[src/rtl/mfp_eic_dispatch_pkg.sv]
// Shared constants and state encoding for the EIC dispatch scheduler.
package mfp_eic_dispatch_pkg;

  localparam int unsigned EIC_CHANNELS = 64;
  localparam int unsigned EIC_CNT_W    = 4;

  typedef enum logic [1:0] {
    EIC_D_IDLE  = 2'd0,
    EIC_D_OFFER = 2'd1,
    EIC_D_CLEAR = 2'd2,
    EIC_D_GAP   = 2'd3
  } eic_d_state_t;

endpackage

[src/rtl/mfp_eic_rr_select.sv]
// Combinational selector: lowest set bit at or above ptr (round-robin mode),
// falling back to the lowest set bit overall; ptr is ignored in fixed mode.
module mfp_eic_rr_select
  import mfp_eic_dispatch_pkg::*;
#(
  parameter int unsigned CHANNELS = EIC_CHANNELS,
  parameter int unsigned IDX_W    = 6
) (
  input  logic [CHANNELS-1:0] pending,
  input  logic [IDX_W-1:0]    ptr,
  input  logic                mode,
  output logic                found,
  output logic [IDX_W-1:0]    index
);

  logic             found_m;
  logic [IDX_W-1:0] idx_m;
  logic             found_a;
  logic [IDX_W-1:0] idx_a;

  // Masked and unmasked priority encoders; scanning downward leaves the lowest hit.
  always_comb begin
    found_m = 1'b0;
    idx_m   = '0;
    found_a = 1'b0;
    idx_a   = '0;
    for (int i = CHANNELS - 1; i >= 0; i--) begin
      if (pending[i]) begin
        found_a = 1'b1;
        idx_a   = IDX_W'(i);
        if (!mode || (IDX_W'(i) >= ptr)) begin
          found_m = 1'b1;
          idx_m   = IDX_W'(i);
        end
      end
    end
    found = found_a;
    index = found_m ? idx_m : idx_a;
  end

endmodule

[src/rtl/mfp_eic_dispatch.sv]
// EIC interrupt dispatch: arbitrate pending flags, offer one request to the
// CPU, clear its flag after acknowledge, then hold off before re-arbitrating.
module mfp_eic_dispatch
  import mfp_eic_dispatch_pkg::*;
#(
  parameter int unsigned CHANNELS = EIC_CHANNELS,
  parameter int unsigned IDX_W    = 6,
  parameter int unsigned HOLDOFF  = 2
) (
  input  logic                CLK,
  input  logic                RESETn,
  input  logic [CHANNELS-1:0] pending,
  input  logic                rr_enable,
  input  logic                cpu_ack,
  output logic [7:0]          EIC_Interrupt,
  output logic [5:0]          EIC_Vector,
  output logic                clr_valid,
  output logic [IDX_W-1:0]    clr_index,
  output logic                spurious_ack
);

  eic_d_state_t         state_q, state_d;
  logic [IDX_W-1:0]     idx_q, idx_d;
  logic [IDX_W-1:0]     rr_ptr_q, rr_ptr_d;
  logic [EIC_CNT_W-1:0] cnt_q, cnt_d;
  logic                 mode_q, mode_d;

  logic [7:0]           intr_d;
  logic                 clr_valid_d;
  logic [IDX_W-1:0]     clr_index_d;
  logic                 spurious_d;

  logic                 win_found;
  logic [IDX_W-1:0]     win_idx;
  logic                 pre_found;
  logic [IDX_W-1:0]     pre_idx;

  // Arbitration winner in the currently selected mode.
  mfp_eic_rr_select #(.CHANNELS(CHANNELS), .IDX_W(IDX_W)) u_win (
    .pending (pending),
    .ptr     (rr_ptr_q),
    .mode    (rr_enable),
    .found   (win_found),
    .index   (win_idx)
  );

  // Lowest pending index, used for fixed-mode preemption while offering.
  mfp_eic_rr_select #(.CHANNELS(CHANNELS), .IDX_W(IDX_W)) u_pre (
    .pending (pending),
    .ptr     ('0),
    .mode    (1'b0),
    .found   (pre_found),
    .index   (pre_idx)
  );

  // Next-state and next-output logic.
  always_comb begin
    state_d  = state_q;
    idx_d    = idx_q;
    rr_ptr_d = rr_ptr_q;
    cnt_d    = cnt_q;
    mode_d   = mode_q;
    case (state_q)
      EIC_D_IDLE: begin
        if (win_found) begin
          idx_d   = win_idx;
          mode_d  = rr_enable;
          state_d = EIC_D_OFFER;
        end
      end
      EIC_D_OFFER: begin
        if (cpu_ack) begin
          state_d = EIC_D_CLEAR;
        end else if (!pending[idx_q]) begin
          state_d = EIC_D_IDLE;
        end else if (!mode_q && pre_found && (pre_idx < idx_q)) begin
          idx_d = pre_idx;
        end
      end
      EIC_D_CLEAR: begin
        rr_ptr_d = (idx_q == IDX_W'(CHANNELS - 1)) ? '0 : idx_q + IDX_W'(1);
        cnt_d    = EIC_CNT_W'(HOLDOFF);
        state_d  = EIC_D_GAP;
      end
      EIC_D_GAP: begin
        if (cnt_q <= EIC_CNT_W'(1)) begin
          cnt_d   = '0;
          state_d = EIC_D_IDLE;
        end else begin
          cnt_d = cnt_q - EIC_CNT_W'(1);
        end
      end
      default: state_d = EIC_D_IDLE;
    endcase

    intr_d      = (state_d == EIC_D_OFFER) ? (8'(idx_d) + 8'd1) : 8'd0;
    clr_valid_d = (state_d == EIC_D_CLEAR);
    clr_index_d = (state_d == EIC_D_CLEAR) ? idx_q : '0;
    spurious_d  = cpu_ack && (state_q != EIC_D_OFFER);
  end

  // State and registered outputs, synchronous active-low reset.
  always_ff @(posedge CLK) begin
    if (!RESETn) begin
      state_q       <= EIC_D_IDLE;
      idx_q         <= '0;
      rr_ptr_q      <= '0;
      cnt_q         <= '0;
      mode_q        <= 1'b0;
      EIC_Interrupt <= '0;
      EIC_Vector    <= '0;
      clr_valid     <= 1'b0;
      clr_index     <= '0;
      spurious_ack  <= 1'b0;
    end else begin
      state_q       <= state_d;
      idx_q         <= idx_d;
      rr_ptr_q      <= rr_ptr_d;
      cnt_q         <= cnt_d;
      mode_q        <= mode_d;
      EIC_Interrupt <= intr_d;
      EIC_Vector    <= intr_d[5:0];
      clr_valid     <= clr_valid_d;
      clr_index     <= clr_index_d;
      spurious_ack  <= spurious_d;
    end
  end

endmodule

[config.mk]
export PLATFORM = sky130hd
export DESIGN_NAME = mfp_eic_dispatch
export DESIGN_NICKNAME = d
export VERILOG_FILES = /design/src/rtl/mfp_eic_dispatch_pkg.sv /design/src/rtl/mfp_eic_rr_select.sv /design/src/rtl/mfp_eic_dispatch.sv
export SDC_FILE = /design/constraint.sdc
export NUM_CORES = 1
export LEC_CHECK = 0
export BUFFER_PORTS_ARGS = -buffer_cell sky130_fd_sc_hd__buf_2
export CORE_AREA = 2 2 198 103
export DETAILED_ROUTE_END_ITERATION = 10
export DIE_AREA = 0 0 200 105
export HOLD_SLACK_MARGIN = 0.03
export PLACE_DENSITY = 0.59
export RECOVER_POWER = 100
export SYNTH_ARGS = -nofsm -noshare
export SYNTH_HDL_FRONTEND = slang
export SYNTH_SLANG_ARGS = --single-unit
[constraint.sdc]
create_clock -name CLK -period 7.17 [get_ports CLK]
set_input_delay 0.3585 -clock CLK [delete_from_list [all_inputs] [get_ports CLK]]
set_output_delay 0.3585 -clock CLK [all_outputs]
set_load 0.02 [all_outputs]
==> results of run 1 <==
[cell usage in the layout, fill, tap and decap left out, types with 5 or more instances in the layout]
cell / n
o21ai_0: 44
inv_1: 35
nand4_1: 14
xnor2_1: 5
clkbuf_16: 5
nor4_1: 26
and3_1: 9
mux2i_1: 12
and2_0: 8
clkbuf_1: 22
buf_2: 67
and2_1: 10
o311ai_1: 5
nand2_1: 54
o31ai_1: 13
o311ai_0: 5
a21oi_1: 51
a31oi_1: 13
mux4_2: 9
or4_1: 8
a21o_1: 8
nand2b_1: 14
a22oi_1: 8
nor3_1: 25
o22ai_1: 9
nand3_1: 24
ha_1: 9
a221oi_1: 7
or2_2: 12
o21a_1: 8
a211oi_1: 8
nor2_1: 90
buf_4: 12
or3_1: 7
dfxtp_1: 34
nor2b_1: 13
o21ai_1: 8
o211ai_1: 20
[layout make-up]
type	instances	area, sq um	share of cell area
repair buffers	101	508.0	0.08101
inverters	36	135.1	0.02155
well taps	266	332.8	0.05307
clock buffers	5	125.1	0.01995
flip-flops and latches	34	680.7	0.1085
clock inverters	3	45.04	0.007183
multi-input cells	663	4444	0.7087
[stage by stage]
step / setup WS (ps) / cell area, sq um
4_1_cts: 2390 / 6365
2_1_floorplan: 2722 / 5683
3_3_place_gp: 2183 / 6195
3_5_place_dp: 2107 / 6195
6_report: 1515 / 6271
5_1_grt: 1226 / 6271
[per-layer routing]
metal	vias to the layer above	wire, um	global-route usage
li1	3172	-	-
met1	3322	13050	0.4097
met2	567	8787	0.2775
met3	30	5303	0.1501
met4	4	208	0.02275
met5	-	161	0.05432
[state kept, by name, indices dropped and copies added (netlist names), 2 cells and up]
signal         flops
state_q            2
cnt_q              4
EIC_Interrupt      7
rr_ptr_q           6
idx_q              6
clr_index          6
[where the power goes]
part / internal, mW / switching, mW
clock: 0.164 / 0.0809
sequential: 0.204 / 0.0194
combinational: 0.163 / 0.319
total: 0.531 / 0.419
[cells by family (layout without fill, tap and decap cells)]
logic type | after synthesis | in the layout | synth area share
AND/OR/NAND/NOR | 342 | 342 | 0.3256
AO/OA/AOI/OAI | 274 | 274 | 0.3523
buffers and inverters | 93 | 145 | 0.08696
flip-flops | 34 | 34 | 0.1198
multiplexers | 30 | 30 | 0.08388
adder cells (fa/ha/maj) | 10 | 10 | 0.02158
XOR/XNOR | 6 | 6 | 0.009247
other | 1 | 1 | 0.0006599
[worst paths after layout]
kind	startpoint	to	slack, ps	cells past startpoint
setup / recovery	idx_q[1]	EIC_Interrupt[5]	1510	12
setup reg to reg	idx_q[1]	EIC_Interrupt[5]	1510	12
hold / removal	RESETn	state_q[1]	380	2
hold reg to reg	mode_q	mode_q	520	2
==> impl_metrics.yaml, run 1 <==
outcome:
  status: "finished with violations"
  violations: "max-capacitance violations, max-slew violations"
timing:
  slew_headroom: -0.3868
  rsz0062_at_grt: "no"
  whs_ps: 377.6
  worstMarginPinSlew_ps: 2080
  fmax_mhz: 176.8
  setup_viol: 0
  fin_crit_sh: 0.7887
  tns_ps: 0
  report.final.slew_viol_count: 33
  timing.final.hold_violations: 0
  skew_ps: 2.962
  period_needed_ps: 5655
routing:
  vias: 7095
  wl_per_cell_um: 24.83
  wirelength_mm: 27.52
  ant_nets: 0
  drc: 0
  drt-initial-drc-count: 1219
  firstDrtPassIters: 7
  vias_per_cell: 6.403
power_and_ir_drop:
  peakVddDrop_uv: 87.41
  finalPower_mw: 0.9506
  leakagePower_nw: 2.213
  power_per_cell_area_mw_per_mm2: 151.6
clock_network:
  clk_path_buf_depth: 2
  post_cts_resized: 0
  clk_pin_slew_worst_paths_ps: 50
  htreeDepth: 2
  cts.sinks: 34
  numCtsBuffers: 5
  ctsHoldBuffers: 0
  cts-root-buf: "clkbuf_16"
  insertion_delay_ps: 280
  cts_setup_buffers: 0
  cts_tree: "yes"
floorplan:
  dieHeight_um: 105
  dieWidth_um: 200
  start_util: 0.2969
  die_area_sq_mm: 0.02100
  num_rows: 36
  pin_count: 90
  core_sq_mm: 0.01914
place:
  place.gp.congestion: 1.062
  dp_hpwl_mm: 21.95
  dp.cells: 1100
  port_buffers: 88
critical_path:
  worstSetupEndpointType: "flip-flop"
  arrival_ps: 5820
  cp_common_cell: "mux2_1"
  cp-start-kind: "flip-flop"
  critPathMaxStageDelay_ps: 1480
  cp_slowest_cell: "clkbuf_1"
  path_class: "reg2reg"
  worstPathMaxFanout: 28
  path_delay_family: "compound AO/OA/AOI/OAI gates"
  cp.required_ps: 7330
  crit_chain: "clkbuf_1, mux2i_1, o22ai_1, a2111oi_0, a211oi_1, nand3_2, a21o_1, mux2_1, a221oi_1, nand2_1, or3_1, mux2_1"
  worst-path-buf-inv: 1
global_routing:
  track_usage: 0.2577
  grt.overflow.total: 0
  first_global_vias: 6264
  grt_max_degree: 39
  antenna_found_initial: 1
  grt_pass1_wl_mm: 40.70
logic_synthesis:
  netlist_area_sq_mm: 0.005683
  yosys_warnings: 0
  synth-async-reset-ratio: 0
  synth.top_cell.area_share: 0.1198
  synth-seq-cells: 34
  synth_flop_cell: "dfxtp_1"
  avgSynthCellArea_sq_um: 7.194
  netlist_instances: 790
  ys_seq_area_frac: 0.1198
  yosys-top-cells-count: "nor2_1, nand2_1, a21oi_1, o21ai_0, inv_1"
  synth_area_leaders: "dfxtp_1, nor2_1, a21oi_1, o21ai_0, mux4_2"
  yosysUniqueCellTypes: 105
  synth_most_common_cell: "nor2_1"
  yosysTopAreaCell: "dfxtp_1"
  synth_edf_count: 0
  synth_nets: 867
layout:
  finalNonFillerCells: 1108
  final_nets: 918
  utilization: 0.3276
  fill_cells: 2123
  n_antenna_cell: 0
  final_layout_size_suffix_gt1_frac: 0.1615
  syn_to_final_growth_pct: 10.35
run:
  drv_cap: 2
hold_path:
  min-delay-path-class: "in2reg"
No activity file was read; power rests on OpenSTA's default activity.
==> inputs of run 2 (changes only) <==
==> constraint.sdc (replaced) <==
create_clock -name CLK -period 5.35 [get_ports CLK]
set_input_delay 0.2675 -clock CLK [delete_from_list [all_inputs] [get_ports CLK]]
set_output_delay 0.2675 -clock CLK [all_outputs]
set_load 0.02 [all_outputs]
==> run 2 against run 1 <==
Compared with the run above: the run now ends clean; utilization is 1.1 points higher; first-iteration DRC count shrank 19%; clock skew rose by 1.6 ps; setup slack worse by 1100 ps; via count is 1.3% higher; clock power increased by 55%; sequential share of layout area shrank 0.35 points; critical path depth grew 6; routed wire length rose by 1.7%; count of clock-buffer cells in the layout stayed put.
==> impl_metrics.yaml, run 2 (same netlist as run 1, synthesis figures left out) <==
outcome:
  status: "finished clean"
timing:
  whs_ps: 279.2
  report.final.slew_viol_count: 0
  worstMarginPinSlew_ps: 1223
  fin_ws_ps: 455.6
  timing.final.hold_violations: 0
  rsz0062_at_grt: "no"
  setup_viol: 0
  fin_crit_sh: 0.9148
  tns_ps: 0
  slew_headroom: 0.1771
  skew_ps: 4.557
  fmax_mhz: 204.3
  period_needed_ps: 4894
layout:
  utilization: 0.3386
  syn_to_final_growth_pct: 14.05
  finalNonFillerCells: 1129
  largest_reg_flops: 7
  final_area_sq_mm: 0.006481
  final_nets: 939
  final_layout_size_suffix_gt1_frac: 0.1866
  n_antenna_cell: 0
  final_cell_mix: "nor2_1, buf_2, nand2_1, a21oi_1, o21ai_0"
  final_common_cell: "nor2_1"
  top_register: "EIC_Interrupt"
clock_network:
  numCtsBuffers: 5
  cts.sinks: 34
  cts_tree: "yes"
  clk_path_buf_depth: 2
  post_cts_resized: 0
  cts_setup_buffers: 0
  clk_pin_slew_worst_paths_ps: 60
  insertion_delay_ps: 280
  htreeDepth: 2
  ctsHoldBuffers: 0
  cts-root-buf: "clkbuf_16"
global_routing:
  grt_pass1_wl_mm: 40.95
  track_usage: 0.2620
  first_global_vias: 6274
  grt.overflow.total: 0
  antenna_found_initial: 2
  grt_max_degree: 34
floorplan:
  num_rows: 36
  pin_count: 90
  dieWidth_um: 200
  die_area_sq_mm: 0.02100
  dieHeight_um: 105
  start_util: 0.2969
  core_sq_mm: 0.01914
critical_path:
  cp-start-kind: "input port"
  cp.required_ps: 5520
  worstSetupEndpointType: "flip-flop"
  worstPathMaxFanout: 6
  arrival_ps: 5060
  r2r_start: "rr_ptr_q[4]"
  path_class: "in2reg"
  startpoint: "pending[8]"
routing:
  vias_per_cell: 6.363
  firstDrtPassIters: 8
  vias: 7184
  wirelength_mm: 27.98
  drc: 0
  ant_nets: 0
  wl_per_cell_um: 24.78
  drt-initial-drc-count: 992
hold_path:
  min-delay-path-class: "in2reg"
  worstHoldStart: "RESETn"
run:
  drv_cap: 0
power_and_ir_drop:
  peakVddDrop_uv: 125.1
  finalPower_mw: 1.340
  leakagePower_nw: 2.353
  power_per_cell_area_mw_per_mm2: 206.7
place:
  port_buffers: 88
  dp.cells: 1121
  dp_hpwl_mm: 23.02
  place_area_sq_mm: 0.006352
  preCtsSetupSlack_ps: 473.6
  place.gp.congestion: 1.032
==> run 2: changes by cell type in the layout (fill, tap and decap cells not counted), sizes merged <==
cell,previous run,this run
buf,79,100
bufinv,1,2
clkinv,0,1
clkinvlp,2,0
==> run 2: cell type report <==
cell class | count | area, sq um
clock buffers | 5 | 125.1
clock inverters | 3 | 68.82
fillers | 2094 | 12660
inverters | 36 | 135.1
multi-input cells | 663 | 4473
flip-flops and latches | 34 | 680.7
well taps | 266 | 332.8
repair buffers | 122 | 665.6
==> run 2: worst max-delay path, stage by stage <==
cell and delay, ps:
buf_2 150, nor2_1 310, o31ai_1 110, a221oi_1 520
buf_4 210, o21ai_0 100, nor2_1 330, ha_1 320
a21oi_1 200, o21ai_0 110, a211oi_1 380, nand3_2 170
a21o_4 250, mux2_1 310, a221oi_1 510, nand2_1 90
or3_1 410, mux2_4 300
==> run 2: worst paths after layout <==
| kind | to | slack (ps) | depth (start not counted) |
|---|---|---|---|
| worst min-delay path | idx_q[0] | 280 | 2 |
| worst max register to register | EIC_Interrupt[5] | 600 | 12 |
| worst max-delay path | EIC_Interrupt[5] | 460 | 18 |
| worst min register to register | mode_q | 530 | 2 |
==> run 2: power breakdown <==
part,switching [mW],internal [mW]
Sequential,0.0406,0.274
Combinational,0.418,0.229
Clock,0.111,0.267
Total,0.569,0.771
==> run 2: layer usage <==
metal,share of wire,vias to the layer above,routed length [um],global-route usage
li1,-,3202,-,-
met3,0.19,22,5254,0.1262
met1,0.49,3374,13650,0.4377
met5,0.00046,-,13,0
met4,0.0097,2,271,0.02646
met2,0.31,584,8791,0.2795
==> inputs of run 3 (changes only) <==
==> constraint.sdc (replaced) <==
create_clock -name CLK -period 4.85 [get_ports CLK]
set_input_delay 0.2425 -clock CLK [delete_from_list [all_inputs] [get_ports CLK]]
set_output_delay 0.2425 -clock CLK [all_outputs]
set_load 0.02 [all_outputs]
==> run 3 against run 2 <==
Compared with the run above: sequential power up 9.5%; clock power is 15% lower; die area stayed put; setup slack lost 120 ps; via count increased by 1.2%; routed wire length rose by 0.20%; count of clock-buffer cells in the layout increased by 2; final cell count increased by 1.3%; register-to-register slack worse by 260 ps; critical path depth down 7; worst hold slack worse by 19 ps; largest power group unchanged.
==> impl_metrics.yaml, run 3 (same netlist as run 1, synthesis figures left out) <==
place:
  place.gp.congestion: 1.044
  preCtsSetupSlack_ps: 125.4
  dp_hpwl_mm: 22.89
  place_area_sq_mm: 0.006465
  port_buffers: 88
critical_path:
  worstSetupEndpointType: "flip-flop"
  cp.required_ps: 5020
  worstPathMaxFanout: 21
  path_class: "reg2reg"
  arrival_ps: 4690
  cp-start-kind: "flip-flop"
timing:
  period_needed_ps: 4515
  setup_viol: 0
  timing.final.hold_violations: 0
  whs_ps: 259.8
  slew_headroom: 0.2879
  tns_ps: 0
  report.final.slew_viol_count: 0
  fin_crit_sh: 0.9309
  rsz0062_at_grt: "no"
  worstMarginPinSlew_ps: 1052
  fin_ws_ps: 335.1
  fmax_mhz: 221.5
  skew_ps: 3.508
clock_network:
  numCtsBuffers: 5
  insertion_delay_ps: 280
  ctsHoldBuffers: 0
  cts_setup_buffers: 0
  htreeDepth: 2
  clk_path_buf_depth: 2
  cts_tree: "yes"
  cts.sinks: 34
  post_cts_resized: 0
  clk_pin_slew_worst_paths_ps: 60
  cts-root-buf: "clkbuf_16"
floorplan:
  dieWidth_um: 200
  die_area_sq_mm: 0.02100
  start_util: 0.2969
  dieHeight_um: 105
  core_sq_mm: 0.01914
  pin_count: 90
  num_rows: 36
global_routing:
  grt_pass1_wl_mm: 41.57
  track_usage: 0.2653
  grt.overflow.total: 0
  antenna_found_initial: 1
  grt_max_degree: 31
  first_global_vias: 6470
power_and_ir_drop:
  peakVddDrop_uv: 122.9
  finalPower_mw: 1.400
  leakagePower_nw: 2.417
  power_per_cell_area_mw_per_mm2: 213.4
layout:
  top_register: "EIC_Interrupt"
  final_layout_size_suffix_gt1_frac: 0.1982
  n_antenna_cell: 0
  final_cell_mix: "nor2_1, buf_2, nand2_1, a21oi_1, buf_4"
  final_area_sq_mm: 0.006561
  final_common_cell: "nor2_1"
  largest_reg_flops: 7
  syn_to_final_growth_pct: 15.46
  final_nets: 954
routing:
  drt-initial-drc-count: 1155
  drc: 0
  firstDrtPassIters: 6
  wirelength_mm: 28.03
  vias: 7273
  vias_per_cell: 6.358
  ant_nets: 0
  wl_per_cell_um: 24.50
hold_path:
  min-delay-path-class: "in2reg"
run:
  drv_cap: 0
outcome:
  status: "finished clean"
run 3: final cells by class:
cell class              count  area (sq um)
fillers                  2111         12580
multi-input cells         663          4498
repair buffers            137         767.0
flip-flops and latches     34         680.7
well taps                 266         332.8
clock buffers               7         142.6
inverters                  36         135.1
clock inverters             1         5.005
run 3: path summary, 6_finish.rpt:
| check | slack, ps | cells past startpoint | to | from |
|---|---|---|---|---|
| hold / removal | 260 | 2 | idx_q[3] | RESETn |
| setup reg to reg | 340 | 11 | EIC_Interrupt[5] | rr_ptr_q[5] |
| setup / recovery | 340 | 11 | EIC_Interrupt[5] | rr_ptr_q[5] |
| hold reg to reg | 510 | 2 | mode_q | mode_q |
run 3: per-stage QoR:
| step | util | instances |
|---|---|---|
| floorplan | - | 790 |
| global placement | 0.3377 | 1136 |
| detailed placement | 0.3377 | 1136 |
| CTS | 0.3454 | 1144 |
| global route | 0.3427 | 1144 |
| finish | 0.3427 | 1144 |
run 3: metal layers:
layer	GRT usage	vias to the layer above	share of wire
li1	-	3236	-
met2	0.2919	569	0.33
met5	0	-	0
met1	0.4258	3446	0.47
met4	0.02804	0	0.0073
met3	0.1440	22	0.19
run 3: worst max-delay path, stage by stage, from the launching register on:
cell and delay, ps:
dfxtp_1 950, o211ai_2 340, a32oi_1 570, a21bo_1 320, nor4b_2 460, nand4_1 210, nor4_1 310, a2111oi_0 170
a211oi_4 330, nand2_1 80, or3_1 330, mux2_4 300
run 3: power by group:
| group | switching, mW | total [mW] | leakage, nW | internal (mW) |
|---|---|---|---|---|
| Clock | 0.118 | 0.321 | 0.0739 | 0.203 |
| Sequential | 0.0430 | 0.345 | 0.277 | 0.302 |
| Combinational | 0.468 | 0.734 | 2.07 | 0.266 |
